<file path="src/rtl/jt053260_kadpcm_pkg.sv">
// rtl/jt053260_kadpcm_pkg.sv - KADPCM shared types and code-to-delta table
package jt053260_kadpcm_pkg;

    typedef enum logic [1:0] {
        ST_IDLE,
        ST_SRCH,
        ST_COMMIT,
        ST_OUT
    } kadpcm_st_t;

    localparam logic [8:0] ERR_MAX = 9'h1ff;

    // Single source of the delta table for both encoder and decoder
    function automatic logic signed [7:0] kadpcm_delta(input logic [3:0] code);
        case (code)
            4'h0: kadpcm_delta = 8'sd0;
            4'h1: kadpcm_delta = 8'sd1;
            4'h2: kadpcm_delta = 8'sd2;
            4'h3: kadpcm_delta = 8'sd4;
            4'h4: kadpcm_delta = 8'sd8;
            4'h5: kadpcm_delta = 8'sd16;
            4'h6: kadpcm_delta = 8'sd32;
            4'h7: kadpcm_delta = 8'sd64;
            4'h8: kadpcm_delta = -8'sd128;
            4'h9: kadpcm_delta = -8'sd64;
            4'ha: kadpcm_delta = -8'sd32;
            4'hb: kadpcm_delta = -8'sd16;
            4'hc: kadpcm_delta = -8'sd8;
            4'hd: kadpcm_delta = -8'sd4;
            4'he: kadpcm_delta = -8'sd2;
            default: kadpcm_delta = -8'sd1;
        endcase
    endfunction

endpackage

</file>
<file path="src/rtl/jt053260_kadpcm_lut.sv">
// rtl/jt053260_kadpcm_lut.sv - combinational KADPCM code to signed delta
module jt053260_kadpcm_lut
    import jt053260_kadpcm_pkg::*;
(
    input  logic        [3:0] code,
    output logic signed [7:0] delta
);

    assign delta = kadpcm_delta(code);

endmodule

</file>
<file path="src/rtl/jt053260_kadpcm_enc.sv">
// rtl/jt053260_kadpcm_enc.sv - KADPCM encoder, exhaustive code search, two codes per byte
module jt053260_kadpcm_enc
    import jt053260_kadpcm_pkg::*;
#(
    parameter int SRCH_CYC = 16
) (
    input  logic       clk,
    input  logic       rst,
    input  logic       cen,
    input  logic       clr,
    input  logic       i_valid,
    output logic       i_ready,
    input  logic [7:0] i_pcm,
    input  logic       i_last,
    output logic       o_valid,
    input  logic       o_ready,
    output logic [7:0] o_data,
    output logic       o_last
);

    localparam logic [3:0] LAST_K = 4'(SRCH_CYC - 1);

    kadpcm_st_t        st;
    logic signed [7:0] acc;
    logic signed [7:0] tgt;
    logic              lst;
    logic              phase;
    logic        [3:0] k;
    logic        [3:0] best;
    logic        [3:0] nib_lo;
    logic        [8:0] best_err;

    logic        [3:0] lut_code;
    logic signed [7:0] delta;
    logic signed [8:0] cand;
    logic signed [9:0] diff;
    logic        [8:0] err;
    logic              cand_ok;

    // One LUT serves both the search (code k) and the commit (winning code)
    assign lut_code = (st == ST_COMMIT) ? best : k;

    jt053260_kadpcm_lut u_lut (
        .code  (lut_code),
        .delta (delta)
    );

    assign cand    = {acc[7], acc} + {delta[7], delta};
    assign cand_ok = (cand[8] == cand[7]);
    assign diff    = {{2{tgt[7]}}, tgt} - {cand[8], cand};
    assign err     = diff[9] ? 9'(-diff) : diff[8:0];

    assign i_ready = ~rst & (st == ST_IDLE);

    always_ff @(posedge clk or posedge rst) begin
        if (rst) begin
            st       <= ST_IDLE;
            acc      <= '0;
            tgt      <= '0;
            lst      <= 1'b0;
            phase    <= 1'b0;
            k        <= '0;
            best     <= '0;
            best_err <= ERR_MAX;
            nib_lo   <= '0;
            o_valid  <= 1'b0;
            o_data   <= '0;
            o_last   <= 1'b0;
        end else if (cen) begin
            if (clr) begin
                st      <= ST_IDLE;
                acc     <= '0;
                phase   <= 1'b0;
                o_valid <= 1'b0;
                o_last  <= 1'b0;
            end else begin
                case (st)
                    ST_IDLE: begin
                        if (i_valid) begin
                            tgt      <= i_pcm;
                            lst      <= i_last;
                            k        <= '0;
                            best     <= '0;
                            best_err <= ERR_MAX;
                            st       <= ST_SRCH;
                        end
                    end
                    ST_SRCH: begin
                        // Strict compare keeps the lower code on ties
                        if (cand_ok && (err < best_err)) begin
                            best     <= k;
                            best_err <= err;
                        end
                        k <= k + 4'd1;
                        if (k == LAST_K) st <= ST_COMMIT;
                    end
                    ST_COMMIT: begin
                        acc <= acc + delta;
                        if (!phase) begin
                            nib_lo <= best;
                            if (lst) begin
                                o_data  <= {4'h0, best};
                                o_last  <= 1'b1;
                                o_valid <= 1'b1;
                                st      <= ST_OUT;
                            end else begin
                                phase <= 1'b1;
                                st    <= ST_IDLE;
                            end
                        end else begin
                            o_data  <= {best, nib_lo};
                            o_last  <= lst;
                            o_valid <= 1'b1;
                            st      <= ST_OUT;
                        end
                    end
                    ST_OUT: begin
                        if (o_ready) begin
                            o_valid <= 1'b0;
                            phase   <= 1'b0;
                            st      <= ST_IDLE;
                            if (o_last) acc <= '0;
                        end
                    end
                    default: st <= ST_IDLE;
                endcase
            end
        end
    end

endmodule

</file>
<file path="config.mk">
export PLATFORM = sky130hd
export DESIGN_NAME = jt053260_kadpcm_enc
export DESIGN_NICKNAME = d
export VERILOG_FILES = /design/src/rtl/jt053260_kadpcm_pkg.sv /design/src/rtl/jt053260_kadpcm_lut.sv /design/src/rtl/jt053260_kadpcm_enc.sv
export SDC_FILE = /design/constraint.sdc
export NUM_CORES = 1
export LEC_CHECK = 0
export ABC_AREA = 1
export ABC_CLOCK_PERIOD_IN_PS = 15350
export CORE_MARGIN = 3
export CORE_UTILIZATION = 55
export DETAILED_ROUTE_END_ITERATION = 16
export PLACE_DENSITY = 0.75
export SLEW_MARGIN = 25
export SYNTH_ARGS = -nofsm -noshare
export SYNTH_HDL_FRONTEND = slang
export SYNTH_SLANG_ARGS = --single-unit
</file>
<file path="constraint.sdc">
create_clock -name clk -period 15.35 [get_ports clk]
set_clock_uncertainty 0.2 [all_clocks]
set_input_delay 2.3025 -clock clk [delete_from_list [all_inputs] [get_ports clk]]
set_output_delay 2.3025 -clock clk [all_outputs]
set_load 0.01 [all_outputs]
</file>
==> impl_metrics.tcl <==
set metrics [dict create \
    clk_root_buffer_cell "clkbuf_8" \
    layout.nets 594 \
    drv_cap 0 \
    port_buffers 25 \
    clk_latency_ps 320 \
    fp.dieArea_um2 7842 \
    finalSetupViolations 0 \
    cp.arrival_ps 6120 \
    fp.coreArea_um2 6459 \
    ys_types 37 \
    min-delay-start "best_err[2]$_DFFE_PP1P_" \
    dr_wl_met2_mm 3.995 \
    end_kind "flip-flop" \
    gr-usage-all-layers 0.2270 \
    post_drt_wl_per_cell_um 13.08 \
    cts_hold_buffers 0 \
    syn_area_um2 3749 \
    timing.final.crit_share 0.3948 \
    grt_pass1_vias 3139 \
    slew_viol_final 0 \
    fin_tns_setup_ps 0 \
    grt_pass1_wl_mm 14.03 \
    vias_per_cell 5.281 \
    cts.clk_slew.worst_paths_ps 100 \
    htree_levels 2 \
    rr_startpoint "st[1]$_DFFE_PP0P_" \
    hold_viol 0 \
    antenna_found_initial 0 \
    gp_congestion 0.8730 \
    die_w_um 88.56 \
    fillCellCount 582 \
    synth-seq-cells 51 \
    crit_slowest_cell "dfrtp_1" \
    fin_area_um2 4161 \
    met1_length_mm 3.853 \
    top_layer "met4" \
    cts_tree "yes" \
    num_rows 29 \
    vias 3311 \
    drt_iter0_markers 210 \
    status "finished clean" \
    max_stage_delay_ps 430 \
    drcViolationCount 0 \
    max_slew_margin 0.4114 \
    antenna_cells 0 \
    worstHoldPathType "flip-flop to flip-flop" \
    ys_warn_count 0 \
    wl_met3_um 271 \
    critPathKind "flip-flop to flip-flop" \
    crit_top_cell "nand2_1" \
    cp-start-kind "flip-flop" \
    critPathLaunch "st[1]$_DFFE_PP0P_" \
    area_delta_synth_final_pct 11.01 \
    tightest_slew_ps 878.1 \
    wl_mm 8.201 \
    grt-ovfl-total 0 \
    ant_nets 0 \
    first_pass_iters 4 \
    cts_resized 0 \
    max_freq_ghz 0.1650 \
    die_h_um 88.56 \
    grt_max_degree 52 \
    synth_nets 569 \
    rsz0062_at_grt "no" \
    syn_area_per_cell_um2 7.154 \
    drive_gt1_frac 0.09818 \
    clk_path_buf_depth 2 \
    yosysSeqAreaShare 0.3435 \
    postCtsSetupBuffers 0 \
    cts_buffers 5 \
    cp.required_ps 15410 \
    dp_hpwl_mm 6.156 \
    synthCells 524 \
    cts_sinks 51 \
    min_period_ps 6060 \
    crit_fanout 14 \
    start_util 0.5804 \
    ios 26 \
    placed_area_um2 4045 \
]
critical path: cells and delay by family (launching register included):
kind                       cells  cell delay (ps)
AOI/OAI and AO/OA              8             1430
xor gates and xnor gates       1              270
adders and majority gates      4             1220
buffers and inverters          4              350
DFF                            1              430
and+or+nand+nor               17             2090
per-layer routing:
| metal | vias to the layer above | global-route usage |
|---|---|---|
| li1 | 1719 | - |
| met2 | 50 | 0.3868 |
| met3 | 9 | 0.03073 |
| met1 | 1533 | 0.3077 |
| met5 | - | 0 |
| met4 | 0 | 0.05220 |
kinds of logic after synthesis:
group / after synthesis / synth area share
DFF: 51 / 0.3435
xor gates and xnor gates: 6 / 0.01402
AOI/OAI and AO/OA: 81 / 0.1292
adders and majority gates: 30 / 0.1041
buffers and inverters: 104 / 0.1111
and+or+nand+nor: 252 / 0.2981
metrics by stage:
step / cells / util / hold WS, ps / setup WS [ps]
6_report: 627 / 0.6443 / 291.0 / 9290
3_5_place_dp: 619 / 0.6263 / 269.4 / 9392
5_1_grt: 627 / 0.6443 / 314.1 / 8712
3_3_place_gp: 619 / 0.6259 / 267.7 / 9460
4_1_cts: 627 / 0.6443 / 293.6 / 9359
2_1_floorplan: 524 / - / 248.3 / 10200
Yosys cell counts (all sizes together):
master,n,area share
a2111oi,1,0.0073
a21boi,1,0.0020
a21o,1,0.0020
a21oi,18,0.024
a31oi,8,0.013
and3,1,0.0030
buf,3,0.010
clkbuf,4,0.0040
clkinv,1,0.0010
dfrtp,42,0.28
dfstp,9,0.063
fa,2,0.011
ha,28,0.093
inv,96,0.096
nand2,170,0.18
nand3,33,0.051
nand3b,2,0.0040
nand4,5,0.0083
nor2,38,0.042
nor3,2,0.0040
o211ai,1,0.0020
o21ai,41,0.062
o22ai,10,0.017
or2,1,0.0017
xnor2,3,0.0070
xor2,3,0.0070
cell usage in the layout (no fill, tap or decap), drive strengths merged, types with 5 or more instances in the layout:
cell type / netlist / routed
nor2: 38 / 38
o21ai: 41 / 41
a21oi: 18 / 18
inv: 96 / 97
dfstp: 9 / 9
ha: 28 / 28
nand2: 170 / 170
nand4: 5 / 5
clkdlybuf4s50: 0 / 25
dfrtp: 42 / 42
o22ai: 10 / 10
a31oi: 8 / 8
nand3: 33 / 33
clkbuf: 4 / 5
final cells by class:
type | instances | area [um^2] | share of cell area
Clock buffer | 5 | 68.82 | 0.01654
Clock inverter | 3 | 47.55 | 0.01143
Inverter | 97 | 366.6 | 0.08809
Multi-Input combinational cell | 369 | 2044 | 0.4913
Sequential cell | 51 | 1287 | 0.3094
Tap cell | 77 | 96.34 | 0.02315
Timing Repair Buffer | 25 | 250.2 | 0.06013
registers in the layout, indices dropped and copies added (netlist names):
register / flops
acc: 8
best: 4
best_err: 9
k: 4
lst: 1
nib_lo: 4
o_data: 8
o_last: 1
o_valid: 1
phase: 1
st: 2
tgt: 8
final timing paths:
check	to	slack (ps)	depth (start not counted)
worst max register to register	best_err[8]$_DFFE_PP1P_	9290	34
max in group asynchronous	tgt[4]$_DFFE_PP0P_	12250	2
worst max-delay path	best_err[8]$_DFFE_PP1P_	9290	34
worst min-delay path	best_err[2]$_DFFE_PP1P_	290	2
worst min register to register	best_err[2]$_DFFE_PP1P_	290	2
min in group asynchronous	best[0]$_DFFE_PP0P_	2250	2
Power is not shown: default switching activity piles up to over one toggle a cycle in this logic, so the estimate is an artifact.
